**src/rtl/up5bit_counter_arbiter_if.sv**
```systemverilog
// Request/grant and shared-counter bus for the two-requester counter arbiter.
interface up5bit_counter_arbiter_if #(
  parameter int unsigned WIDTH = 5
);
  logic [1:0]       req;
  logic [WIDTH-1:0] tc0;
  logic [WIDTH-1:0] tc1;
  logic             en;
  logic [1:0]       gnt;
  logic [WIDTH-1:0] count;
  logic             busy;
  logic [1:0]       done;

  modport master (
    output req, tc0, tc1, en,
    input  gnt, count, busy, done
  );

  modport slave (
    input  req, tc0, tc1, en,
    output gnt, count, busy, done
  );
endinterface

```
**src/rtl/up5bit_counter_arbiter.sv**
```systemverilog
// Round-robin arbiter granting a shared up-counter to one of two requesters;
// the winner's terminal count is latched at grant and a done pulse marks completion.
module up5bit_counter_arbiter #(
  parameter int unsigned WIDTH = 5
) (
  input logic                     clk,
  input logic                     reset,
  up5bit_counter_arbiter_if.slave bus
);

  localparam logic [1:0] S_IDLE  = 2'd0;
  localparam logic [1:0] S_COUNT = 2'd1;
  localparam logic [1:0] S_DONE  = 2'd2;

  logic [1:0]       state_q,  state_d;
  logic [1:0]       gnt_q,    gnt_d;
  logic [1:0]       done_q,   done_d;
  logic [WIDTH-1:0] count_q,  count_d;
  logic [WIDTH-1:0] tc_sel_q, tc_sel_d;
  logic             busy_q,   busy_d;
  logic             last_q,   last_d;
  logic             win_c;
  logic             owner_req_c;

  // Single requester always wins; on contention the one not granted last wins.
  always_comb begin
    win_c = ~last_q;
    if (bus.req == 2'b01) begin
      win_c = 1'b0;
    end else if (bus.req == 2'b10) begin
      win_c = 1'b1;
    end
  end

  assign owner_req_c = |(bus.req & gnt_q);

  always_comb begin
    state_d  = state_q;
    gnt_d    = gnt_q;
    done_d   = 2'b00;
    count_d  = count_q;
    tc_sel_d = tc_sel_q;
    busy_d   = busy_q;
    last_d   = last_q;

    case (state_q)
      S_IDLE: begin
        gnt_d   = 2'b00;
        count_d = '0;
        busy_d  = 1'b0;
        if (bus.req != 2'b00) begin
          state_d  = S_COUNT;
          gnt_d    = win_c ? 2'b10 : 2'b01;
          tc_sel_d = win_c ? bus.tc1 : bus.tc0;
          last_d   = win_c;
          busy_d   = 1'b1;
        end
      end

      S_COUNT: begin
        // Abort outranks both the enable and a terminal match.
        if (!owner_req_c) begin
          state_d = S_IDLE;
          gnt_d   = 2'b00;
          count_d = '0;
          busy_d  = 1'b0;
        end else if (bus.en) begin
          if (count_q == tc_sel_q) begin
            state_d = S_DONE;
            done_d  = gnt_q;
          end else begin
            count_d = count_q + WIDTH'(1);
          end
        end
      end

      S_DONE: begin
        state_d = S_IDLE;
        gnt_d   = 2'b00;
        count_d = '0;
        busy_d  = 1'b0;
      end

      default: begin
        state_d = S_IDLE;
        gnt_d   = 2'b00;
        count_d = '0;
        busy_d  = 1'b0;
      end
    endcase
  end

  // last_q resets to requester 1 so requester 0 takes the first contended grant.
  always_ff @(posedge clk or negedge reset) begin
    if (!reset) begin
      state_q  <= S_IDLE;
      gnt_q    <= 2'b00;
      done_q   <= 2'b00;
      count_q  <= '0;
      tc_sel_q <= '0;
      busy_q   <= 1'b0;
      last_q   <= 1'b1;
    end else begin
      state_q  <= state_d;
      gnt_q    <= gnt_d;
      done_q   <= done_d;
      count_q  <= count_d;
      tc_sel_q <= tc_sel_d;
      busy_q   <= busy_d;
      last_q   <= last_d;
    end
  end

  assign bus.gnt   = gnt_q;
  assign bus.done  = done_q;
  assign bus.count = count_q;
  assign bus.busy  = busy_q;

endmodule

```
**src/flat_wrapper.sv**
```systemverilog
// flat-port wrapper written by rule: the top's interface ports become plain ports
module up5bit_counter_arbiter_flat 
#(
  parameter int unsigned WIDTH = 5
)
  (clk, reset, bus_req, bus_tc0, bus_tc1, bus_en, bus_gnt, bus_count, bus_busy, bus_done);
  up5bit_counter_arbiter_if #(.WIDTH(WIDTH)) bus_i ();
  input logic clk;
  input logic reset;
  input wire logic [$bits(bus_i.req)-1:0] bus_req;
  input wire logic [$bits(bus_i.tc0)-1:0] bus_tc0;
  input wire logic [$bits(bus_i.tc1)-1:0] bus_tc1;
  input wire logic [$bits(bus_i.en)-1:0] bus_en;
  output wire logic [$bits(bus_i.gnt)-1:0] bus_gnt;
  output wire logic [$bits(bus_i.count)-1:0] bus_count;
  output wire logic [$bits(bus_i.busy)-1:0] bus_busy;
  output wire logic [$bits(bus_i.done)-1:0] bus_done;
  assign bus_i.req = bus_req;
  assign bus_i.tc0 = bus_tc0;
  assign bus_i.tc1 = bus_tc1;
  assign bus_i.en = bus_en;
  assign bus_gnt = bus_i.gnt;
  assign bus_count = bus_i.count;
  assign bus_busy = bus_i.busy;
  assign bus_done = bus_i.done;
  up5bit_counter_arbiter #(.WIDTH(WIDTH)) u_core (.clk(clk), .reset(reset), .bus(bus_i));
endmodule
```
**config.mk**
```make
export PLATFORM = sky130hd
export DESIGN_NAME = up5bit_counter_arbiter_flat
export DESIGN_NICKNAME = d
export VERILOG_FILES = /design/src/rtl/up5bit_counter_arbiter_if.sv /design/src/rtl/up5bit_counter_arbiter.sv /design/src/flat_wrapper.sv
export SDC_FILE = /design/constraint.sdc
export NUM_CORES = 1
export LEC_CHECK = 0
export BUFFER_PORTS_ARGS = -buffer_cell sky130_fd_sc_hd__buf_2
export CAP_MARGIN = 30
export CORE_AREA = 2 2 47 49
export CTS_CLUSTER_SIZE = 16
export DETAILED_ROUTE_END_ITERATION = 10
export DIE_AREA = 0 0 49 51
export PLACE_DENSITY = 0.74
export SKIP_CTS_REPAIR_TIMING = 1
export SLEW_MARGIN = 25
export SYNTH_ARGS = -nofsm -noshare
export SYNTH_HDL_FRONTEND = slang
export SYNTH_SLANG_ARGS = --single-unit
```
**constraint.sdc**
```tcl
create_clock -name clk -period 1.7 [get_ports clk]
set_input_delay 0.085 -clock clk [delete_from_list [all_inputs] [get_ports clk]]
set_output_delay 0.085 -clock clk [all_outputs]
set_load 0.01 [all_outputs]
```
==> flow_metrics.py, run 1 <==
metrics = {
    "status": {
        "outcome": "complete, no violations",
    },
    "detailed_routing": {
        "viasPerCell": 5.740,
        "routed-via-count": 884,
        "drt-met1-wl_um": 1019,
        "drcViolationCount": 0,
        "wl_met3_um": 81,
        "post_drt_wl_per_cell_um": 14.03,
        "wl_met2_um": 1012,
        "ant_nets": 0,
        "drtIter0Drc": 11,
        "firstDrtPassIters": 5,
        "top_layer": "met4",
        "wl_um": 2160,
    },
    "sta": {
        "tightest_slew_ns": 0.6309,
        "min_period_ns": 1.626,
        "period_share_pct": 95.65,
        "fin_setup_tns_ns": 0,
        "setup_viol": 0,
        "maxSlewViolCount": 0,
        "rsz0062_at_grt": "no",
        "maxSlewHeadroom_pct": 57.90,
        "hold_viol": 0,
        "fmax_mhz": 615.0,
        "fin_skew_ns": 0.001714,
    },
    "power_and_ir_drop": {
        "combPwrFrac_pct": 38.7,
        "seqPwrFrac_pct": 43.4,
        "internal_power_uw": 943.5,
        "p_leak_nw": 0.5942,
        "swShare_pct": 38.72,
        "peakVddDrop_uv": 702.2,
        "p_sw_uw": 596.2,
        "clockPowerShare_pct": 17.9,
        "p_per_area_nw_per_um2": 1294,
        "total_power_mw": 1.540,
    },
    "cts": {
        "clkLatencyLatePin_ns": 0.30,
        "htree_num_levels": 1,
        "cts_sinks": 18,
        "cts_tree": "built",
        "cts_buffer_depth": 2,
        "cts-root-buf": "clkbuf_4",
        "cts_made_buffers": 3,
        "clkTransAtPathRegs_ns": 0.11,
    },
    "global_routing": {
        "antenna_found_initial": 0,
        "grt_pass1_vias": 763,
        "grt_pass1_wl_um": 3381,
        "grt_overflow": 0,
        "grtUsageTotal_pct": 17.88,
        "grt_max_degree": 19,
    },
    "setup_path": {
        "end_kind": "register",
        "crit_family": "simple AND/OR/NAND/NOR gates",
        "r2r_slack_ns": 0.07,
        "crit_required_ns": 1.90,
        "crit_arrival_ns": 1.82,
        "critPathSlowestCell": "dfrtp_1",
        "cp_num_buf_inv": 0,
        "crit_chain": "xnor2_1, nand4_2, and3_1, o31a_1",
        "cp_max_fo": 7,
        "critPathMaxStageDelay_ns": 0.48,
        "start_kind": "register",
        "path_class": "register to register",
    },
    "logic_synthesis": {
        "synth.avg_cell_area_um2": 10.05,
        "yosysSeqAreaShare_pct": 45.87,
        "syn_nets": 114,
        "syn-cell-area_um2": 984.7,
        "synth_area_leaders": "dfrtp_1 43%, mux2i_1 5.1%, xnor2_1 4.4%",
        "ys_seq_elements": 18,
        "yosysWarnings": 0,
        "syn_inst": 98,
        "synth_cell_types": 38,
        "synth_top_area_share_pct": 43.20,
        "synth_area_leader_cell": "dfrtp_1",
    },
    "min_path": {
        "hold_class": "input port to register",
    },
    "layout": {
        "nNetsFinal": 143,
        "drive_above_1_share_pct": 30.16,
        "area_growth_pct": 20.84,
        "layout_commonest_cell": "buf_2",
        "final_util_pct": 57.67,
        "antenna_cells": 0,
        "final_cell_mix": "24 x buf_2, 17 x dfrtp_1, 10 x nor2_1",
        "final_cells": 154,
    },
    "place": {
        "place_inst": 149,
        "port_buffers": 24,
        "dp_hpwl_um": 1528,
        "gp_congestion": 0.8732,
    },
    "run": {
        "drv_cap": 0,
    },
    "floorplan": {
        "die_h_um": 51,
        "dieWidth_um": 49,
        "die_area_um2": 2499,
        "coreArea_um2": 2063,
        "pin_count": 25,
        "fp-row-count": 17,
        "initial_core_util_pct": 47.73,
    },
}
-- cell families after synthesis --
logic type | share of synthesized area, %
simple gates | 23.13
compound gates | 14.87
xor+xnor | 5.337
fa+ha+maj | 2.287
flops | 45.87
mux | 5.083
buf+inv | 3.429
-- area by class of cell --
class	instances	area, um2
fill	197	873.3
multi-input combinational	72	499.2
sequential	18	451.7
timing repair buffer	28	152.6
clock buffer	4	36.28
tap	28	35.03
inverter	4	15.01
-- per-layer routing --
metal	up-vias	global-route usage [%]
met4	0	11.43
met5	-	0
met3	7	1.754
met2	31	26.94
met1	424	24.81
li1	422	-
-- worst paths after layout --
| kind | startpoint | to | cells past startpoint |
|---|---|---|---|
| worst max-delay path | u_core.bus.count[0] | u_core.bus.count[1] | 4 |
| worst min-delay path | bus_tc1[3] | u_core.tc_sel_q[3] | 3 |
| worst max register to register | u_core.bus.count[0] | u_core.bus.count[1] | 4 |
| worst min register to register | u_core.bus.busy | u_core.bus.busy | 1 |
| max in group asynchronous | reset | u_core.last_q | 2 |
| min in group asynchronous | reset | u_core.bus.done[0] | 2 |
-- metrics by stage --
step,area (um2),hold slack (ns),worst slack (ns)
finish,1190,0.07014,0.07390
global route,1190,0.1005,0.03350
CTS,1180,-0.2864,0.09594
detailed placement,1144,0.04247,0.1298
global placement,1144,0.03757,0.1610
floorplan,984.7,-0.2106,0.2719
-- worst min-delay path, cell delays in order --
cell	delay, ns
buf_2	0.07
mux2i_1	0.05
a21oi_1	0.13
-- cells in the mapped netlist --
cell	count
dfrtp_1	17
and4_2	1
nor4_1	2
nand4_1	2
nor2_1	10
and4_4	1
a22o_1	1
a21boi_0	1
o21ai_0	2
a31oi_1	1
maj3_1	1
o41ai_1	1
dfstp_2	1
and4_1	2
a22oi_1	1
o31a_1	1
buf_2	3
nand2b_1	3
ha_1	1
nand3_1	3
a21oi_1	6
and3_2	1
a2111oi_0	1
clkbuf_1	1
xnor2_1	5
nand4_2	1
mux2i_1	5
nor2_2	1
a41oi_1	2
o31ai_1	1
xor2_1	1
nand2_1	4
nor3_2	1
and3_1	3
nand3b_1	3
inv_1	4
o2111ai_1	2
a21o_1	1
-- registers in the layout, summed over array words and instances (netlist names) --
name,count
u_core.bus.busy,1
u_core.bus.count,5
u_core.bus.done,2
u_core.bus.gnt,2
u_core.last_q,1
u_core.state_q,2
u_core.tc_sel_q,5
-- power groups by stage --
stage / clock network, mW / registers, mW / logic, mW
after global routing: 0.292 / 0.682 / 0.658
after floorplan: 0 / 0.672 / 0.397
final: 0.276 / 0.668 / 0.596
after CTS: 0.276 / 0.668 / 0.594
after global placement: 0 / 0.672 / 0.570
after detailed placement: 0 / 0.677 / 0.592
No activity file was read; power rests on OpenSTA's default activity.
==> inputs of run 2 (changes only) <==
- GPL_TIMING_DRIVEN: not set -> 0
- RECOVER_POWER: not set -> 25
- SETUP_SLACK_MARGIN: not set -> 0.2
==> flow_metrics.py, run 2 (synthesized netlist as in run 1, its figures left out) <==
metrics = {
    "status": {
        "outcome": "complete, no violations",
    },
    "sta": {
        "fmax_mhz": 668.3,
        "rsz0062_at_grt": "yes",
        "setup_viol": 0,
        "tightest_slew_ns": 0.9744,
        "maxSlewHeadroom_pct": 35.04,
        "fin_skew_ns": 0.002495,
        "hold_viol": 0,
        "fin_setup_tns_ns": 0,
        "maxSlewViolCount": 0,
        "period_share_pct": 88.02,
        "min_period_ns": 1.496,
    },
    "setup_path": {
        "reg2reg_depth": 4,
        "crit_arrival_ns": 1.70,
        "end_kind": "register",
        "start_kind": "register",
        "path_class": "register to register",
        "cp_max_fo": 7,
        "crit_required_ns": 1.90,
    },
    "global_routing": {
        "grt_overflow": 0,
        "grt_pass1_wl_um": 3567,
        "grt_pass1_vias": 811,
        "grtUsageTotal_pct": 19.04,
        "antenna_found_initial": 0,
        "grt_max_degree": 19,
    },
    "place": {
        "gp_congestion": 0.8601,
        "port_buffers": 24,
        "dp_hpwl_um": 1568,
    },
    "power_and_ir_drop": {
        "p_leak_nw": 0.6238,
        "combPwrFrac_pct": 41.3,
        "swShare_pct": 39.06,
        "seqPwrFrac_pct": 42.2,
        "p_sw_uw": 634.4,
        "total_power_mw": 1.624,
        "internal_power_uw": 989.8,
        "p_per_area_nw_per_um2": 1287,
        "peakVddDrop_uv": 770.5,
        "clockPowerShare_pct": 16.6,
    },
    "layout": {
        "area_growth_pct": 28.21,
        "nFillCells": 172,
        "drive_above_1_share_pct": 36.64,
        "layout_commonest_cell": "buf_2",
        "nNetsFinal": 148,
        "antenna_cells": 0,
        "final_cell_mix": "25 x buf_2, 14 x dfrtp_1, 10 x nor2_1",
    },
    "floorplan": {
        "coreArea_um2": 2063,
        "die_h_um": 51,
        "dieWidth_um": 49,
        "pin_count": 25,
        "initial_core_util_pct": 47.73,
        "fp-row-count": 17,
        "die_area_um2": 2499,
    },
    "min_path": {
        "hold_class": "input port to register",
        "min_delay_path_depth": 3,
    },
    "detailed_routing": {
        "routed-via-count": 902,
        "wl_um": 2265,
        "drcViolationCount": 0,
        "ant_nets": 0,
        "drtIter0Drc": 13,
        "firstDrtPassIters": 4,
        "post_drt_wl_per_cell_um": 14.25,
        "viasPerCell": 5.673,
    },
    "cts": {
        "cts_tree": "built",
        "htree_num_levels": 1,
        "clkLatencyLatePin_ns": 0.30,
        "cts-root-buf": "clkbuf_4",
        "cts_buffer_depth": 2,
        "cts_made_buffers": 3,
        "clkTransAtPathRegs_ns": 0.10,
        "cts_sinks": 18,
    },
    "run": {
        "drv_cap": 0,
    },
}
run 2: changes by cell type in the layout (fill, tap and decap cells not counted), moves of 2 or more:
cell / delta
clkbuf_1: +2
dfrtp_1: -3
dfrtp_2: +3
xnor2_1: -3
xnor2_2: +3
run 2: critical path, stage by stage (launching register included):
cell and delay, ns:
dfrtp_1 0.44, xnor2_1 0.31, nand4_4 0.19, and3_1 0.22
o31a_1 0.23
run 2: power groups by stage:
stage                     registers (mW)  clock network, mW  logic, mW
after floorplan                    0.672                  0      0.397
after global placement             0.667                  0      0.550
after detailed placement           0.677                  0      0.563
after CTS                          0.668              0.279      0.564
after global routing               0.705              0.295      0.734
final                              0.685              0.269      0.670
run 2: worst paths after layout:
path | from | endpoint | slack [ns]
setup / recovery | u_core.bus.count[4] | u_core.bus.count[1] | 0.20
hold / removal | bus_tc1[1] | u_core.tc_sel_q[1] | 0.08
setup reg to reg | u_core.bus.count[4] | u_core.bus.count[1] | 0.20
hold reg to reg | u_core.bus.busy | u_core.bus.busy | 0.48
max in group asynchronous | reset | u_core.bus.count[3] | 0.59
min in group asynchronous | reset | u_core.bus.count[0] | 0.46
run 2: per-layer routing:
layer  track usage, %  vias to the layer above  wire [um]
li1                 -                      431          -
met1            20.64                      438        948
met2            34.93                       27       1161
met3            3.216                        6         86
met4            11.43                        0         69
met5                0                        -          0
run 2: cell type report:
type	instances	area (um2)	area share [%]
Multi-Input combinational cell	72	540.5	42.81
Buffer	4	21.27	1.685
Tap cell	28	35.03	2.775
Sequential cell	18	455.4	36.08
Timing Repair Buffer	29	158.9	12.59
Clock buffer	4	36.28	2.874
Inverter	4	15.01	1.189
run 2: stage by stage:
step                      worst slack [ns]  hold slack (ns)  instance area (um2)  cells  utilization, %
after floorplan                     0.2719          -0.2106                984.7     98               -
after global placement              0.1744          0.03459                 1140    150           55.25
after detailed placement            0.1633          0.03717                 1140    150           55.25
after CTS                           0.1334          -0.2984                 1176    154           57.00
after global routing                0.1686          0.09937                 1262    159           61.19
final                               0.2037          0.07631                 1262    159           61.19
==> inputs of run 3 (changes only) <==
- RECOVER_POWER: 25 -> 50
==> flow_metrics.py, run 3 (synthesized netlist as in run 1, its figures left out) <==
metrics = {
    "detailed_routing": {
        "firstDrtPassIters": 4,
        "post_drt_wl_per_cell_um": 14.45,
        "drcViolationCount": 0,
        "viasPerCell": 5.667,
        "drtIter0Drc": 15,
        "ant_nets": 0,
        "wl_um": 2297,
        "routed-via-count": 901,
    },
    "setup_path": {
        "crit_arrival_ns": 1.70,
        "reg2reg_depth": 4,
        "path_class": "register to register",
        "critPathLaunch": "u_core.bus.count[4]",
        "critPathMaxStageDelay_ns": 0.45,
        "end_kind": "register",
        "crit_chain": "xnor2_1, nand4_4, and3_1, o31a_1",
        "crit_required_ns": 1.90,
        "start_kind": "register",
        "worst-path-stages": 4,
        "critPathSlowestCell": "dfrtp_1",
        "crit_family": "flip-flops",
        "r2r_start": "u_core.bus.count[4]",
        "cp_num_buf_inv": 0,
        "cp_max_fo": 7,
    },
    "place": {
        "port_buffers": 24,
        "gp_congestion": 0.8601,
        "place_inst": 150,
        "dp_hpwl_um": 1568,
        "place_ws_ns": 0.1633,
    },
    "status": {
        "outcome": "complete, no violations",
    },
    "cts": {
        "cts_tree": "built",
        "clkLatencyLatePin_ns": 0.30,
        "cts_made_buffers": 3,
        "htree_num_levels": 1,
        "cts_buffer_depth": 2,
        "cts_sinks": 18,
        "cts-root-buf": "clkbuf_4",
        "clkTransAtPathRegs_ns": 0.11,
    },
    "power_and_ir_drop": {
        "swShare_pct": 39.57,
        "p_sw_uw": 642.7,
        "internal_power_uw": 981.5,
        "clockPowerShare_pct": 16.9,
        "seqPwrFrac_pct": 42.2,
        "p_per_area_nw_per_um2": 1293,
        "p_leak_nw": 0.6045,
        "combPwrFrac_pct": 40.9,
        "peakVddDrop_uv": 769.5,
    },
    "sta": {
        "fmax_mhz": 665.7,
        "period_share_pct": 88.36,
        "fin_skew_ns": 0.004474,
        "setup_viol": 0,
        "tightest_slew_ns": 0.9515,
        "maxSlewViolCount": 0,
        "fin_setup_tns_ns": 0,
        "rsz0062_at_grt": "yes",
        "hold_viol": 0,
        "min_period_ns": 1.502,
        "holdWs_ns": 0.07887,
        "maxSlewHeadroom_pct": 36.57,
        "fin_ws_ns": 0.1978,
    },
    "min_path": {
        "hold_class": "input port to register",
        "min_delay_path_depth": 3,
        "min-delay-start": "bus_tc1[1]",
    },
    "layout": {
        "final_cell_mix": "20 x buf_2, 14 x dfrtp_1, 10 x nor2_1",
        "drive_above_1_share_pct": 32.82,
        "area_growth_pct": 27.57,
        "antenna_cells": 0,
        "final_cells": 159,
        "nNetsFinal": 148,
        "layout_commonest_cell": "buf_2",
    },
    "floorplan": {
        "fp-row-count": 17,
        "pin_count": 25,
        "coreArea_um2": 2063,
        "initial_core_util_pct": 47.73,
        "die_area_um2": 2499,
        "die_h_um": 51,
        "dieWidth_um": 49,
    },
    "global_routing": {
        "antenna_found_initial": 0,
        "grt_pass1_vias": 811,
        "grtUsageTotal_pct": 19.04,
        "grt_max_degree": 19,
        "grt_pass1_wl_um": 3567,
        "grt_overflow": 0,
    },
    "run": {
        "drv_cap": 0,
    },
}
==> run 3: changes by cell type in the layout (fill, tap and decap cells not counted) <==
cell      change
buf_2         -5
clkbuf_1      +5
==> run 3: power by group through the flow <==
stage | logic [mW] | registers (mW) | clock network [mW]
6_report | 0.664 | 0.686 | 0.274
5_1_grt | 0.725 | 0.707 | 0.295
4_1_cts | 0.564 | 0.668 | 0.279
3_5_place_dp | 0.563 | 0.677 | 0
3_3_place_gp | 0.550 | 0.667 | 0
2_1_floorplan | 0.397 | 0.672 | 0
==> run 3: area by class of cell <==
class / instances / area [um2]
fill: 170 / 807.0
clock buffer: 4 / 36.28
sequential: 18 / 455.4
timing repair buffer: 29 / 152.6
inverter: 4 / 15.01
tap: 28 / 35.03
multi-input combinational: 72 / 540.5
buffer: 4 / 21.27
==> run 3: worst min-delay path, delay by kind of cell <==
| kind | cells | cell delay [ns] |
|---|---|---|
| mux | 1 | 0.05 |
| compound gates | 1 | 0.13 |
| buf+inv | 1 | 0.07 |
==> run 3: layer usage <==
metal | GRT usage (%) | wire (um) | vias up
met2 | 34.93 | 1160 | 39
met1 | 20.64 | 943 | 422
li1 | - | - | 434
met5 | 0 | 0 | -
met3 | 3.216 | 124 | 6
met4 | 11.43 | 68 | 0
==> run 3: stage by stage <==
| step | power (mW) | cell area, um2 | utilization (%) |
|---|---|---|---|
| after detailed placement | 1.240 | 1140 | 55.25 |
| final | 1.624 | 1256 | 60.89 |
| after global routing | 1.727 | 1256 | 60.89 |
| after CTS | 1.511 | 1176 | 57.00 |
| after global placement | 1.217 | 1140 | 55.25 |
| after floorplan | 1.069 | 984.7 | - |
==> run 3: final timing paths <==
| kind | end | slack, ns |
|---|---|---|
| worst max-delay path | u_core.bus.count[1] | 0.20 |
| worst min-delay path | u_core.tc_sel_q[1] | 0.08 |
| worst max register to register | u_core.bus.count[1] | 0.20 |
| worst min register to register | u_core.bus.busy | 0.49 |
| max in group asynchronous | u_core.bus.count[2] | 0.62 |
| min in group asynchronous | u_core.bus.done[0] | 0.44 |
